==> src/rtl/loader_pkg.sv <==
// Shared types and constants for the instruction-memory loader.
// Frame layout: SYNC, ADDR, LEN, LEN data bytes, CSUM.
package loader_pkg;

  typedef enum logic [2:0] {
    StIdle,
    StAddr,
    StLen,
    StData,
    StCsum
  } state_e;

  localparam logic [7:0] SYNC_BYTE_DEFAULT = 8'hA5;

  localparam logic [1:0] ERR_NONE    = 2'b00;
  localparam logic [1:0] ERR_CSUM    = 2'b01;
  localparam logic [1:0] ERR_TIMEOUT = 2'b10;

  // A length byte of zero encodes a full 256-byte payload.
  function automatic logic [8:0] len_to_count(input logic [7:0] len);
    return (len == 8'd0) ? 9'd256 : {1'b0, len};
  endfunction

endpackage

==> src/rtl/loader_timer.sv <==
// Inter-byte timeout counter: counts idle cycles while enabled, flags expiry
// once the count has reached TIMEOUT_CYCLES-1 without being cleared.
module loader_timer #(
  parameter int unsigned TIMEOUT_CYCLES = 1024
) (
  input  logic clk,
  input  logic reset,
  input  logic clear,
  input  logic enable,
  output logic expire
);

  localparam int unsigned CntW = (TIMEOUT_CYCLES > 2) ? $clog2(TIMEOUT_CYCLES) : 1;
  localparam logic [CntW-1:0] CntMax = CntW'(TIMEOUT_CYCLES - 1);

  logic [CntW-1:0] cnt_q;

  always_ff @(posedge clk) begin
    if (reset || clear) begin
      cnt_q <= '0;
    end else if (enable && (cnt_q != CntMax)) begin
      cnt_q <= cnt_q + CntW'(1);
    end
  end

  // A byte arriving on the expiry cycle wins over the timeout.
  assign expire = enable && !clear && (cnt_q == CntMax);

endmodule

==> src/rtl/imem_loader.sv <==
// Instruction-memory writer: parses framed load packets from a byte stream,
// issues one registered write per data byte and releases the CPU on a good frame.
module imem_loader
  import loader_pkg::*;
#(
  parameter int unsigned ADDR_W         = 8,
  parameter int unsigned DATA_W         = 8,
  parameter logic [7:0]  SYNC_BYTE      = SYNC_BYTE_DEFAULT,
  parameter int unsigned TIMEOUT_CYCLES = 1024
) (
  input  logic              clk,
  input  logic              reset,
  input  logic              in_valid,
  input  logic [7:0]        in_data,
  output logic              in_ready,
  output logic              imem_w_en,
  output logic [ADDR_W-1:0] imem_w_addr,
  output logic [DATA_W-1:0] imem_w_data,
  output logic              cpu_hold,
  output logic              load_done,
  output logic              load_err,
  output logic [1:0]        err_code
);

  state_e            state_q;
  logic [ADDR_W-1:0] ptr_q;
  logic [7:0]        sum_q;
  logic [8:0]        remain_q;

  logic       accept;
  logic       timeout_expire;
  logic [7:0] csum_total;

  assign accept     = in_valid && in_ready;
  assign csum_total = sum_q + in_data;

  loader_timer #(
    .TIMEOUT_CYCLES(TIMEOUT_CYCLES)
  ) u_timer (
    .clk   (clk),
    .reset (reset),
    .clear (accept || (state_q == StIdle)),
    .enable(state_q != StIdle),
    .expire(timeout_expire)
  );

  always_ff @(posedge clk) begin
    if (reset) begin
      state_q     <= StIdle;
      ptr_q       <= '0;
      sum_q       <= '0;
      remain_q    <= '0;
      in_ready    <= 1'b0;
      imem_w_en   <= 1'b0;
      imem_w_addr <= '0;
      imem_w_data <= '0;
      cpu_hold    <= 1'b1;
      load_done   <= 1'b0;
      load_err    <= 1'b0;
      err_code    <= ERR_NONE;
    end else begin
      in_ready  <= 1'b1;
      imem_w_en <= 1'b0;
      load_done <= 1'b0;
      load_err  <= 1'b0;

      if (timeout_expire) begin
        // Already-written bytes stay; the CPU remains held.
        state_q  <= StIdle;
        load_err <= 1'b1;
        err_code <= ERR_TIMEOUT;
      end else if (accept) begin
        case (state_q)
          StIdle: begin
            if (in_data == SYNC_BYTE) begin
              state_q  <= StAddr;
              cpu_hold <= 1'b1;
              err_code <= ERR_NONE;
            end
          end
          StAddr: begin
            ptr_q   <= ADDR_W'(in_data);
            sum_q   <= in_data;
            state_q <= StLen;
          end
          StLen: begin
            remain_q <= len_to_count(in_data);
            sum_q    <= sum_q + in_data;
            state_q  <= StData;
          end
          StData: begin
            imem_w_en   <= 1'b1;
            imem_w_addr <= ptr_q;
            imem_w_data <= DATA_W'(in_data);
            ptr_q       <= ptr_q + ADDR_W'(1);
            sum_q       <= sum_q + in_data;
            remain_q    <= remain_q - 9'd1;
            if (remain_q == 9'd1) begin
              state_q <= StCsum;
            end
          end
          StCsum: begin
            if (csum_total == 8'd0) begin
              load_done <= 1'b1;
              cpu_hold  <= 1'b0;
            end else begin
              load_err <= 1'b1;
              err_code <= ERR_CSUM;
            end
            state_q <= StIdle;
          end
          default: state_q <= StIdle;
        endcase
      end
    end
  end

endmodule
==> config.mk <==
export PLATFORM = sky130hd
export DESIGN_NAME = imem_loader
export DESIGN_NICKNAME = d
export VERILOG_FILES = /design/src/rtl/loader_pkg.sv /design/src/rtl/loader_timer.sv /design/src/rtl/imem_loader.sv
export SDC_FILE = /design/constraint.sdc
export NUM_CORES = 1
export LEC_CHECK = 0
export CAP_MARGIN = 20
export CORE_UTILIZATION = 50
export DETAILED_ROUTE_END_ITERATION = 10
export PLACE_DENSITY_LB_ADDON = 0.2
export SYNTH_ARGS = -nofsm -noshare
export SYNTH_HDL_FRONTEND = slang
export SYNTH_HIERARCHICAL = 1
export SYNTH_SLANG_ARGS = --single-unit
==> constraint.sdc <==
create_clock -name clk -period 4.07 [get_ports clk]
set_clock_uncertainty 0.05 [all_clocks]
set_input_delay 0.6105 -clock clk [delete_from_list [all_inputs] [get_ports clk]]
set_output_delay 0.6105 -clock clk [all_outputs]
set_load 0.03 [all_outputs]
Yosys cells after proc, flatten, opt, wreduce, memory -nomap -nowiden
Index checks and enable logic that the tools add are counted.
Widths: inputs -> output; s select.
{"block": "totals", "input_bits": 11, "out_inout_bits": 23, "word_cells": 86, "register_bits": 61}
{"block": "classes", "n_addsub": 4, "reduce_logical": 29, "n_mux": 22, "n_eq_ne": 14, "bitwise": 3}
{"operator": "$pmux 8 s2", "count": 2}
{"operator": "$pmux 9 s2", "count": 1}
{"operator": "$logic_not 8->1", "count": 2}
{"operator": "$reduce_and 3->1", "count": 5}
{"operator": "$pmux 3 s4", "count": 1}
{"operator": "$add 10x1->10 const B", "count": 1}
{"operator": "$eq 10x10->1 const B", "count": 1}
{"operator": "$ne 10x10->1 const B", "count": 1}
{"operator": "$reduce_bool 2->1", "count": 5}
{"operator": "$eq 9x1->1 const B", "count": 1}
{"operator": "$mux 1", "count": 9}
{"operator": "$mux 9", "count": 1}
{"operator": "$sub 9x1->9 const B", "count": 1}
{"operator": "$add 8x1->8 const B", "count": 1}
{"operator": "$add 8x8->8", "count": 1}
{"operator": "$eq 8x8->1 const B", "count": 1}
{"operator": "$mux 2", "count": 4}
{"operator": "$reduce_and 4->1", "count": 2}
{"operator": "$eq 3x2->1 const B", "count": 2}
{"operator": "$mux 3", "count": 2}
{"operator": "$ne 2x2->1 const B", "count": 3}
{"operator": "$reduce_bool 3->1", "count": 2}
{"operator": "$reduce_and 5->1", "count": 1}
{"operator": "$logic_and 1x1->1", "count": 4}
{"operator": "other kinds (14)", "count": 18}

Longest topological paths before layout
Gate-level depths: netlist of run 1.
{"block": "logic_depth", "depth_word": 7, "ltp_mapped": 11, "ltp_nobuf": 9}

Cells and area by module
Netlist of run 1, hierarchy kept.
{"module": "imem_loader", "n_inst": 1, "area_each_um2": 2786.4, "cells_per_inst": 359, "seq_area_each_um2": 1021.0}
{"module": "loader_timer", "n_inst": 1, "area_each_um2": 529.3, "cells_per_inst": 58, "seq_area_each_um2": 200.2}

Least setup slack after synthesis of run 1
No wires, ideal clock.
{"block": "synth_path", "path_type": "register to register", "from": "reg state_q[2]", "to": "reg sum_q[1]", "synth_period_minus_slack_ns": 2.647, "required_time_ns": 3.888, "arrival_time_ns": 2.465, "path_buffers": 2, "setup_slack_ns": 1.423, "stages_incl_launch_ff": 12, "setup_time_ns": 0.132, "path_cell_list": "dfxtp_1 > buf_2 > or3_1 > inv_1 > or3_4 > nor3_1 > clkbuf_1 > nor2_1 > nand3b_1 > nand2_1 > o211ai_1 > a21oi_1"}
{"block": "synth_between", "elab_chain_len": 7, "word_cells_on_any_way": 14, "cone_classes": "eq/ne (3); mux (1); bitwise (1); reduce/logical (9)"}
{"item": "from (decl)", "line": "imem_loader.sv:25", "text": "state_e state_q;"}
{"item": "from (signal assigned)", "line": "imem_loader.sv:49", "text": "state_q <= StIdle;"}
{"item": "from (signal assigned)", "line": "imem_loader.sv:69", "text": "state_q <= StIdle;"}
{"item": "from (signal assigned)", "line": "imem_loader.sv:76", "text": "state_q <= StAddr;"}
{"item": "$logic_not 3->1", "line": "imem_loader.sv:42", "text": ".clear (accept || (state_q == StIdle)),"}
{"item": "$logic_or 1x1->1", "line": "imem_loader.sv:42"}
{"item": "$logic_not 1->1", "line": "loader_timer.sv:27", "text": "assign expire = enable && !clear && (cnt_q == CntMax);"}
{"item": "$logic_and 1x1->1 (*) (2 in a row)", "line": "loader_timer.sv:27"}
{"item": "named net timeout_expire", "line": "imem_loader.sv:31", "text": "logic timeout_expire;"}
{"item": "$not 1->1 (no line) (*)"}
{"item": "$reduce_and 3->1 (no line) (*)"}
{"item": "to (signal assigned)", "line": "imem_loader.sv:83", "text": "sum_q <= in_data;"}
{"item": "to (signal assigned)", "line": "imem_loader.sv:88", "text": "sum_q <= sum_q + in_data;"}
{"item": "to (signal assigned)", "line": "imem_loader.sv:96", "text": "sum_q <= sum_q + in_data;"}
{"item": "to (decl)", "line": "imem_loader.sv:27", "text": "logic [7:0] sum_q;"}
The timed path passes the listed nets; every way through them passes the cells marked *.
A chain may end at the register's enable or synchronous reset.

Worst setup path in the final report of run 1
Ends and elaborated chain as after synthesis.

==> results of run 1 <==
-- cells by family after synthesis --
| logic type | share of synthesized area [%] |
|---|---|
| mux | 0.302 |
| xor+xnor | 2.11 |
| flops | 36.8 |
| buf+inv | 3.62 |
| fa+ha+maj | 4.75 |
| simple gates | 28.6 |
| compound gates | 23.7 |
-- layout make-up --
class,count,area (µm²)
multi-input combinational,325,1970
clock inverter,5,75.1
fill,588,2480
timing repair buffer,38,363
clock buffer,11,131
sequential,61,1220
inverter,11,41.3
tap,77,96.3
-- how the worst max path moves through the flow --
stage / startpoint / end / slack, ns / depth (start not counted)
CTS: state_q[2]$_SDFFE_PP0P_ / sum_q[0]$_SDFFE_PP0P_ / 1.03 / 9
global placement: in_data[0] / load_err$_SDFF_PP0_ / 0.77 / 9
finish: state_q[2]$_SDFFE_PP0P_ / sum_q[1]$_SDFFE_PP0P_ / 1.02 / 10
global route: state_q[2]$_SDFFE_PP0P_ / sum_q[1]$_SDFFE_PP0P_ / 0.76 / 10
floorplan: state_q[2]$_SDFFE_PP0P_ / sum_q[1]$_SDFFE_PP0P_ / 1.42 / 11
detailed placement: in_data[0] / load_err$_SDFF_PP0_ / 0.70 / 9
-- synthesized netlist by cell type, types with 2 or more instances --
| cell | instances |
|---|---|
| a211oi_1 | 8 |
| o41ai_1 | 2 |
| a31oi_1 | 6 |
| dfxtp_1 | 61 |
| ha_1 | 11 |
| a211o_1 | 2 |
| nor4_1 | 5 |
| clkbuf_1 | 16 |
| nand3_1 | 22 |
| nand3b_1 | 4 |
| inv_1 | 11 |
| or3_4 | 2 |
| buf_2 | 3 |
| o211ai_1 | 7 |
| a311oi_1 | 3 |
| or4_1 | 2 |
| and2_1 | 3 |
| nand4_1 | 4 |
| nand2_1 | 55 |
| o31ai_1 | 3 |
| o21ai_0 | 18 |
| nor2_4 | 2 |
| nor2_1 | 55 |
| a21oi_1 | 47 |
| nor3_1 | 11 |
| nor2b_1 | 4 |
| xor2_1 | 7 |
| or3_1 | 2 |
| a21o_1 | 2 |
| nand2b_1 | 5 |
| o22ai_1 | 2 |
-- cell usage in the layout, fill, tap and decap left out, drive strengths merged, types with 7 or more instances in the layout --
cell type      Yosys  routed
clkdlybuf4s50      0      32
xor2               7       7
nand3             23      23
ha                11      11
nor2              57      57
a211oi             9       9
o211ai             7       7
o21ai             18      18
dfxtp             61      61
nand2             56      56
inv               11      11
a21oi             47      47
clkbuf            16      11
nor3              12      12
-- routing by layer --
layer  global-route usage, %  vias up
li1                        -     1563
met1                    30.4     1525
met2                    40.0       82
met5                       0        -
met3                    6.26       13
met4                    8.94        0
-- state kept, by name (all words and copies together) (netlist names) --
register / count
cpu_hold: 1
err_code: 2
imem_w_addr: 8
imem_w_data: 8
imem_w_en: 1
in_ready: 1
load_done: 1
load_err: 1
ptr_q: 8
remain_q: 9
state_q: 3
sum_q: 8
u_timer/cnt_q: 10
-- per-stage QoR --
| step | utilization (%) | worst slack [ns] |
|---|---|---|
| 2_1_floorplan | - | 1.42 |
| 3_3_place_gp | 57.9 | 0.772 |
| 3_5_place_dp | 57.9 | 0.702 |
| 4_1_cts | 61.1 | 1.03 |
| 5_1_grt | 61.1 | 0.763 |
| 6_report | 61.1 | 1.02 |
-- where the power goes --
group / total (mW) / internal (mW) / switching, mW
combinational: 0.0602 / 0.0205 / 0.0398
clock: 0.579 / 0.342 / 0.237
sequential: 0.598 / 0.597 / 0.000604
total: 1.24 / 0.960 / 0.277
-- worst register-to-register path: stages (launching register included) --
cell and delay (ns):
dfxtp_1 0.59, or3_1 0.35, inv_1 0.07, or3_4 0.42, nor3_1 0.18, buf_4 0.21, nor2_1 0.09, nand3b_1 0.33
nand2_1 0.33, o211ai_1 0.19, a21oi_1 0.09
==> summary.md, run 1 <==
| Metric | Value |
|---|---|
| Sequential area share after synthesis | `36.8%` |
| Die H | `between 80 and 90 µm` |
| Syn_area_per_cell | `~8.0 µm²` |
| Main flop type after synthesis | `dfxtp_1` |
| Max Cap Viol | `0` |
| Nets | `~470` |
| Crit-path leading delay family | `simple AND/OR/NAND/NOR gates` |
| Worst IR Drop VDD | `between 200 and 250 µV` |
| Final std cells w/o fill | `~530` |
| Via count | `3183` |
| Depth of the most critical reg-to-reg path | `10` |
| Clock latency on the worst-skew pair | `~0.34 ns` |
| Detailed Route WL | `8230 µm` |
| First-pass GRT wire length | `between 10000 and 15000 µm` |
| Largest net degree at the start of global routing | `53` |
| Critical Path Start Type | `register` |
| Pwr Total | `~1.2 mW` |
| Total global-route track usage | `24.2%` |
| Clock Root Buffer | `clkbuf_8` |
| Worst path required time | `approximately 4.2 ns` |
| Yosys top cell area share | `36.8%` |
| Power per Cell Area | `about 320 nW/µm²` |
| Clk slew on worst S/H paths | `0.06 ns` |
| Hold depth | `2` |
| Setup violations, final | `0` |
| Core footprint | `6390 µm²` |
| Tmin final | `3.05 ns` |
| Post-Syn Area | `3320 µm²` |
| Effective utilization at floorplan | `between 50% and 60%` |
| Synth top area cells | `dfxtp_1, a21oi_1, nand2_1` |
| Grt ovf | `0` |
| Max stage delay on crit path | `~0.59 ns` |
| Max-slew violations | `0` |
| CP Data Arrival Time | `between 3 and 4 ns` |
| Post-DRT Antenna Nets | `0` |
| CTS Buffer Depth | `2` |
| Routed vias/inst | `6.03` |
| Wire per inst | `~16 µm` |
| Crit-path cells | `or3_1 -> inv_1 -> or3_4 -> nor3_1 -> buf_4 -> nor2_1 -> nand3b_1 -> nand2_1 -> o211ai_1 -> a21oi_1` |
| Die width | `83.4 µm` |
| Hold WS | `slightly above 0.4 ns` |
| Worst Path Buf+Inv | `2` |
| N_diodes | `0` |
| Htree depth | `3` |
| Clock sinks | `61` |
| Unique masters post-synth | `63` |
| Highest routed metal layer | `met4` |
| Gpl congestion | `between 0.8 and 0.9` |
| FF-to-FF setup slack | `1.02 ns` |
| Full die area | `6960 µm²` |
| Period utilization | `75.0%` |
| Synthesized instance count | `417` |
| WL met2 | `between 3000 and 4000 µm` |
| CP Class | `reg -> reg` |
| Crit-path max FO | `12` |
| HP Class | `reg -> reg` |
| Worst r2r src | `state_q[2]$_SDFFE_PP0P_` |
| M1 WL | `3760 µm` |
| Yosys top cell by area | `dfxtp_1` |
| DP HPWL | `~5600 µm` |
| Status | `completed` |
| Leakage | `about 1.3 nW` |
| Row count | `29` |
| TritonRoute pass-1 iters | `8` |
| WHS Endpoint | `imem_w_data[5]$_SDFFE_PP0P_` |
| Final setup TNS | `0 ns` |
| Slew HR | `between 30% and 40%` |
| Hold Crit Start | `imem_w_data[5]$_SDFFE_PP0P_` |
| Final Hold Viols | `0` |
| Number of global-route vias before repair | `between 2000 and 3000` |
| RSZ-0062 raised after global routing | `false` |
| Post-synth EDFFs | `0` |
| CTS buffer count | `9` |
| DRC errors left | `0` |
| Ports | `34` |
| Share of flip-flops with an asynchronous set or reset | `0%` |
| Clock tree from TritonCTS | `done` |
| FF+latch count, synth | `61` |
| Setup crit end kind | `register` |
| Port bufs | `33` |
| PostCTS Resize Cnt | `0` |
| Syn Nets | `440` |
| Worst-Margin Slew | `~0.97 ns` |
| Placed inst area | `around 3700 µm²` |
| Share of cells above drive strength 1 | `under 10%` |
| Syn. warnings | `6` |
| Starting DRT DRC Count | `227` |
| R2r endpoint | `sum_q[1]$_SDFFE_PP0P_` |
| Area Growth Syn to Fin | `17.7%` |
| DP Cell Count | `512` |
| Met3 WL | `between 400 and 500 µm` |
| Fmax | `between 300 and 400 MHz` |
| Slowest library cell on the worst path | `dfxtp_1` |
| Post-CTS setup buffer count | `0` |
| Final Cell Area | `3900 µm²` |
| Post-CTS Hold Buffers | `0` |
| Initial antenna violation count | `0` |
Power figures use the tool's default switching activity.
==> inputs of run 2 (changes only) <==
Clock period 4.07 ns to 2.79 ns, I/O delays scaled along.
==> run 2 against run 1 <==
Effect of this change:
- die area unchanged
- setup slack got worse by 0.85 ns
- critical endpoint is now load_err$_SDFF_PP0_
- critical path depth unchanged
- worst hold slack improved by 0.0030 ns
- core utilization increased by 1.8 points
- largest cell class unchanged
- non-clock buffer count increased by 21
==> summary.md, run 2 (synthesized netlist as in run 1, its figures left out) <==
| Metric | Value |
|---|---|
| DRC errors left | `0` |
| N_diodes | `0` |
| Hold WS | `about 0.41 ns` |
| Depth of the most critical reg-to-reg path | `10` |
| Leakage | `1.39 nW` |
| Final setup TNS | `0 ns` |
| PostCTS Resize Cnt | `0` |
| Initial antenna violation count | `0` |
| Top Registers | `u_timer/cnt_q (10), remain_q (9)` |
| Commonest cells after routing, fill and taps aside | `dfxtp_1, nand2_1, nor2_1` |
| Setup crit end kind | `register` |
| Worst-Margin Slew | `approximately 0.54 ns` |
| Full die area | `6960 µm²` |
| Effective utilization at floorplan | `51.9%` |
| RSZ-0062 raised after global routing | `false` |
| Clock tree from TritonCTS | `done` |
| Routed vias/inst | `between 5 and 6` |
| Largest net degree at the start of global routing | `28` |
| Via count | `between 3000 and 4000` |
| CP Class | `in -> reg` |
| Critical Path Start Type | `input pin` |
| Starting DRT DRC Count | `around 150` |
| Hold depth | `2` |
| Core footprint | `roughly 6400 µm²` |
| Grt ovf | `0` |
| Period utilization | `between 90 and 100%` |
| Fmax | `382 MHz` |
| Wire per inst | `about 15 µm` |
| CTS buffer count | `9` |
| Clk slew on worst S/H paths | `0.06 ns` |
| Gpl congestion | `around 0.90` |
| Switching power | `0.375 mW` |
| DP HPWL | `between 5000 and 6000 µm` |
| Slew HR | `approximately 64%` |
| Clock Power Share | `40.8%` |
| Number of global-route vias before repair | `between 2000 and 3000` |
| Flop pwr share | `between 50% and 60%` |
| Worst IR Drop VDD | `around 370 µV` |
| Tmin final | `2.62 ns` |
| Post-CTS setup buffer count | `0` |
| Final Hold Viols | `0` |
| Clock sinks | `approximately 60` |
| Clock Root Buffer | `clkbuf_8` |
| TritonRoute pass-1 iters | `4` |
| Worst path required time | `slightly below 3 ns` |
| Area Growth Syn to Fin | `21.2%` |
| Htree depth | `3` |
| CP Data Arrival Time | `~2.8 ns` |
| CTS Buffer Depth | `2` |
| Share of cells above drive strength 1 | `roughly 12%` |
| Most flops, register | `u_timer/cnt_q` |
| HP Class | `reg -> reg` |
| Die H | `between 80 and 90 µm` |
| Total global-route track usage | `24.8%` |
| Row count | `29` |
| Crit-path max FO | `3` |
| Power per Cell Area | `410 nW/µm²` |
| Power share of the combinational group | `approximately 6.1%` |
| Die width | `approximately 83 µm` |
| Nets | `between 400 and 500` |
| Ports | `34` |
| Max Cap Viol | `0` |
| Max-slew violations | `0` |
| Detailed Route WL | `between 8000 and 9000 µm` |
| P_int | `~1.3 mW` |
| Port bufs | `33` |
| Status | `completed` |
| First-pass GRT wire length | `approximately 14000 µm` |
| Post-CTS Hold Buffers | `0` |
| Setup violations, final | `0` |
| Clock latency on the worst-skew pair | `between 0.3 and 0.4 ns` |
| Commonest non-fill, non-tap cell in the layout | `dfxtp_1` |
| Post-DRT Antenna Nets | `0` |
| Max reg flops | `10` |
| Switching part of the total | `22.8%` |
==> run 2: changes by cell type in the layout (fill, tap and decap cells not counted), sizes merged <==
| cell | previous run | this run |
|---|---|---|
| buf | 6 | 27 |
| bufinv | 2 | 0 |
| clkbuf | 11 | 12 |
| clkinv | 3 | 2 |
==> run 2: power groups by stage <==
stage	clock (mW)	sequential, mW	combinational, mW
floorplan	0	0.893	0.0467
global placement	0	0.892	0.0997
detailed placement	0	0.892	0.0998
CTS	0.690	0.873	0.100
global route	0.730	0.872	0.110
finish	0.672	0.873	0.101
==> run 2: metrics by stage <==
stage                     std cells  utilization, %  instance area (µm²)  setup WS (ns)  total power [mW]
final                           547            62.9                 4020          0.170              1.65
after global routing            547            62.9                 4020         0.0310              1.71
after floorplan                 417               -                 3320          0.143             0.940
after CTS                       547            62.9                 4020          0.169              1.66
after global placement          533            60.3                 3850        -0.0695             0.992
after detailed placement        533            60.3                 3850         -0.181             0.992
==> run 2: worst paths after layout <==
| check | from | to | slack [ns] |
|---|---|---|---|
| setup reg to reg | u_timer/cnt_q[0]$_SDFFE_PP0P_ | load_done$_SDFF_PP0_ | 0.31 |
| hold reg to reg | imem_w_addr[3]$_SDFFE_PP0P_ | imem_w_addr[3]$_SDFFE_PP0P_ | 0.41 |
| setup / recovery | in_data[0] | load_err$_SDFF_PP0_ | 0.17 |
| hold / removal | imem_w_addr[3]$_SDFFE_PP0P_ | imem_w_addr[3]$_SDFFE_PP0P_ | 0.41 |
==> run 2: metal layers <==
layer	track usage [%]	vias to the layer above	share of wire, %
li1	-	1601	-
met1	33.3	1435	48
met5	0	-	0
met4	6.63	0	0.86
met2	38.9	72	46
met3	7.36	6	5.3
==> run 2: worst max-delay path, stage by stage <==
cell	delay, ns
clkdlybuf4s50_1	0.48
ha_1	0.19
inv_1	0.06
fa_1	0.38
nand2b_1	0.21
buf_4	0.16
a2111oi_4	0.31
a2111o_1	0.20
nor4_4	0.06
o41ai_1	0.32
==> run 2: area by class of cell <==
cell class | count | area, µm²
clock buffer | 12 | 155
clock inverter | 2 | 10.0
fill | 560 | 2370
inverter | 11 | 41.3
multi-input combinational | 325 | 1970
sequential | 61 | 1220
tap | 77 | 96.3
timing repair buffer | 59 | 520
==> inputs of run 3 (changes only) <==
Settings changed: CORE_ASPECT_RATIO set to 0.6, CTS_CLUSTER_SIZE set to 40.
==> run 3 against run 2 <==
Effect of this change:
- setup slack improved by 0.015 ns
- global-route usage rose by 3.3 points
- sequential share of layout area decreased by 0.67 points
- sequential power about the same
- critical path depth stayed put
- via count rose by 6.4%
==> summary.md, run 3 (synthesized netlist as in run 1, its figures left out) <==
| Metric | Value |
|---|---|
| Max stage delay on crit path | `roughly 0.48 ns` |
| CP Data Arrival Time | `2.80 ns` |
| Crit-path cells | `clkdlybuf4s50_1 -> ha_1 -> inv_1 -> fa_1 -> nand2b_1 -> buf_4 -> a2111oi_4 -> a2111o_1 -> nor4_4 -> o41ai_1` |
| Clock sinks | `61` |
| Max-slew violations | `0` |
| Htree depth | `3` |
| Ports | `34` |
| CP Class | `in -> reg` |
| Via count | `approximately 3300` |
| Initial antenna violation count | `0` |
| Detailed Route WL | `~8900 µm` |
| Post-DRT Antenna Nets | `0` |
| Area Growth Syn to Fin | `23.9%` |
| Final Core Density | `approximately two thirds` |
| Fmax | `approximately 380 MHz` |
| Starting DRT DRC Count | `about 290` |
| Tmin final | `2.61 ns` |
| Slowest library cell on the worst path | `clkdlybuf4s50_1` |
| RSZ-0062 raised after global routing | `false` |
| Period utilization | `between 90% and 100%` |
| Clock Root Buffer | `clkbuf_8` |
| Worst IR Drop VDD | `approximately 270 µV` |
| FILL cells | `around 560` |
| Routed vias/inst | `between 5 and 6` |
| Effective utilization at floorplan | `a little over half` |
| Register Area | `between 1000 and 1500 µm²` |
| Most flops, register | `u_timer/cnt_q` |
| HP Class | `reg -> reg` |
| Core footprint | `about 6200 µm²` |
| DP HPWL | `between 6000 and 7000 µm` |
| Nets | `491` |
| Worst path required time | `2.99 ns` |
| Top Registers | `u_timer/cnt_q (10), remain_q (9)` |
| Clk slew on worst S/H paths | `0.07 ns` |
| Commonest non-fill, non-tap cell in the layout | `dfxtp_1` |
| Port bufs | `33` |
| N_diodes | `0` |
| Wire per inst | `~16 µm` |
| Die width | `around 110 µm` |
| Setup crit end kind | `register` |
| Final WS setup | `between 0.15 and 0.2 ns` |
| Commonest cells after routing, fill and taps aside | `dfxtp_1, nand2_1, nor2_1` |
| Clock latency on the worst-skew pair | `around 0.35 ns` |
| Crit-path max FO | `3` |
| Number of global-route vias before repair | `a little under 3000` |
| Largest net degree at the start of global routing | `34` |
| CTS Buffer Depth | `2` |
| Grt ovf | `0` |
| Share of cells above drive strength 1 | `a little over an eighth` |
| Clock tree from TritonCTS | `done` |
| Max Cap Viol | `0` |
| Status | `completed` |
| TritonRoute pass-1 iters | `5` |
| Critical Path Start Type | `input pin` |
| Slew HR | `between 50 and 60%` |
| Max reg flops | `10` |
| Post-Place Worst Slack | `-0.111 ns` |
| Crit-path leading delay family | `compound AO/OA/AOI/OAI gates` |
| Final setup TNS | `0 ns` |
| Power per Cell Area | `between 400 and 500 nW/µm²` |
| Row count | `22` |
| Worst Path Buf+Inv | `3` |
| DRC errors left | `0` |
| First-pass GRT wire length | `14900 µm` |
| CTS buffer count | `9` |
| Gpl congestion | `about 0.89` |
| Setup violations, final | `0` |
| Worst-Margin Slew | `~0.65 ns` |
| Final Cell Area | `4110 µm²` |
| Full die area | `around 7000 µm²` |
| Final Hold Viols | `0` |
| Multi-input logic area | `1980 µm²` |
| Leakage | `1.42 nW` |
| Total global-route track usage | `28.1%` |
| Placed inst area | `roughly 3900 µm²` |
| Post-CTS setup buffer count | `0` |
| Die H | `approximately 65 µm` |
## run 3: cell types whose count changed in the layout (fill, tap and decap cells not counted)
cell,delta
buf_12,+1
bufinv_16,+2
clkbuf_1,-1
clkbuf_8,-1
clkinv_4,+1
clkinvlp_4,+1
nor2_1,-1
nor2_2,+1
## run 3: repair_timing
item,CTS,global route
resized for setup,0,1
setup endpoints to repair,0,1
endpoints found under the hold margin,0,0
hold buffers,0,0
## run 3: per-stage QoR
stage / hold slack, ns / instances / power, mW
final: 0.404 / 557 / 1.86
after global routing: 0.432 / 557 / 1.94
after CTS: 0.406 / 557 / 1.88
after detailed placement: 0.396 / 541 / 0.993
after global placement: 0.393 / 541 / 0.991
after floorplan: 0.390 / 417 / 0.940
## run 3: worst paths after layout
check,from,endpoint,slack (ns),cells after the start
max,in_data[0],load_err$_SDFF_PP0_,0.18,10
min,imem_w_addr[3]$_SDFFE_PP0P_,imem_w_addr[3]$_SDFFE_PP0P_,0.40,2
min reg2reg,imem_w_addr[3]$_SDFFE_PP0P_,imem_w_addr[3]$_SDFFE_PP0P_,0.40,2
max reg2reg,u_timer/cnt_q[0]$_SDFFE_PP0P_,cpu_hold$_SDFFE_PP1P_,0.30,10
## run 3: worst min-delay path, delay by kind of cell (launching register included)
family          cells  cell delay [ns]
compound gates      1             0.05
simple gates        1             0.05
flops               1             0.31
## run 3: area by class of cell
type	count	share of cell area, %
repair buffers	60	13.2
clock inverters	6	2.10
clock buffers	10	3.35
multi-input cells	325	48.1
flip-flops and latches	61	29.7
well taps	84	2.56
inverters	11	1.00
## run 3: power by group
group	internal [mW]	switching [mW]	leakage, nW
clock	0.525	0.362	0.112
sequential	0.871	0.000749	0.491
combinational	0.0400	0.0629	0.812
## run 3: per-layer routing
| metal | global-route usage, % | up-vias | wire (µm) |
|---|---|---|---|
| met5 | 0 | - | 0 |
| met4 | 7.36 | 0 | 121 |
| met3 | 7.85 | 14 | 644 |
| met2 | 41.0 | 122 | 3760 |
| met1 | 40.3 | 1556 | 4370 |
| li1 | - | 1620 | - |
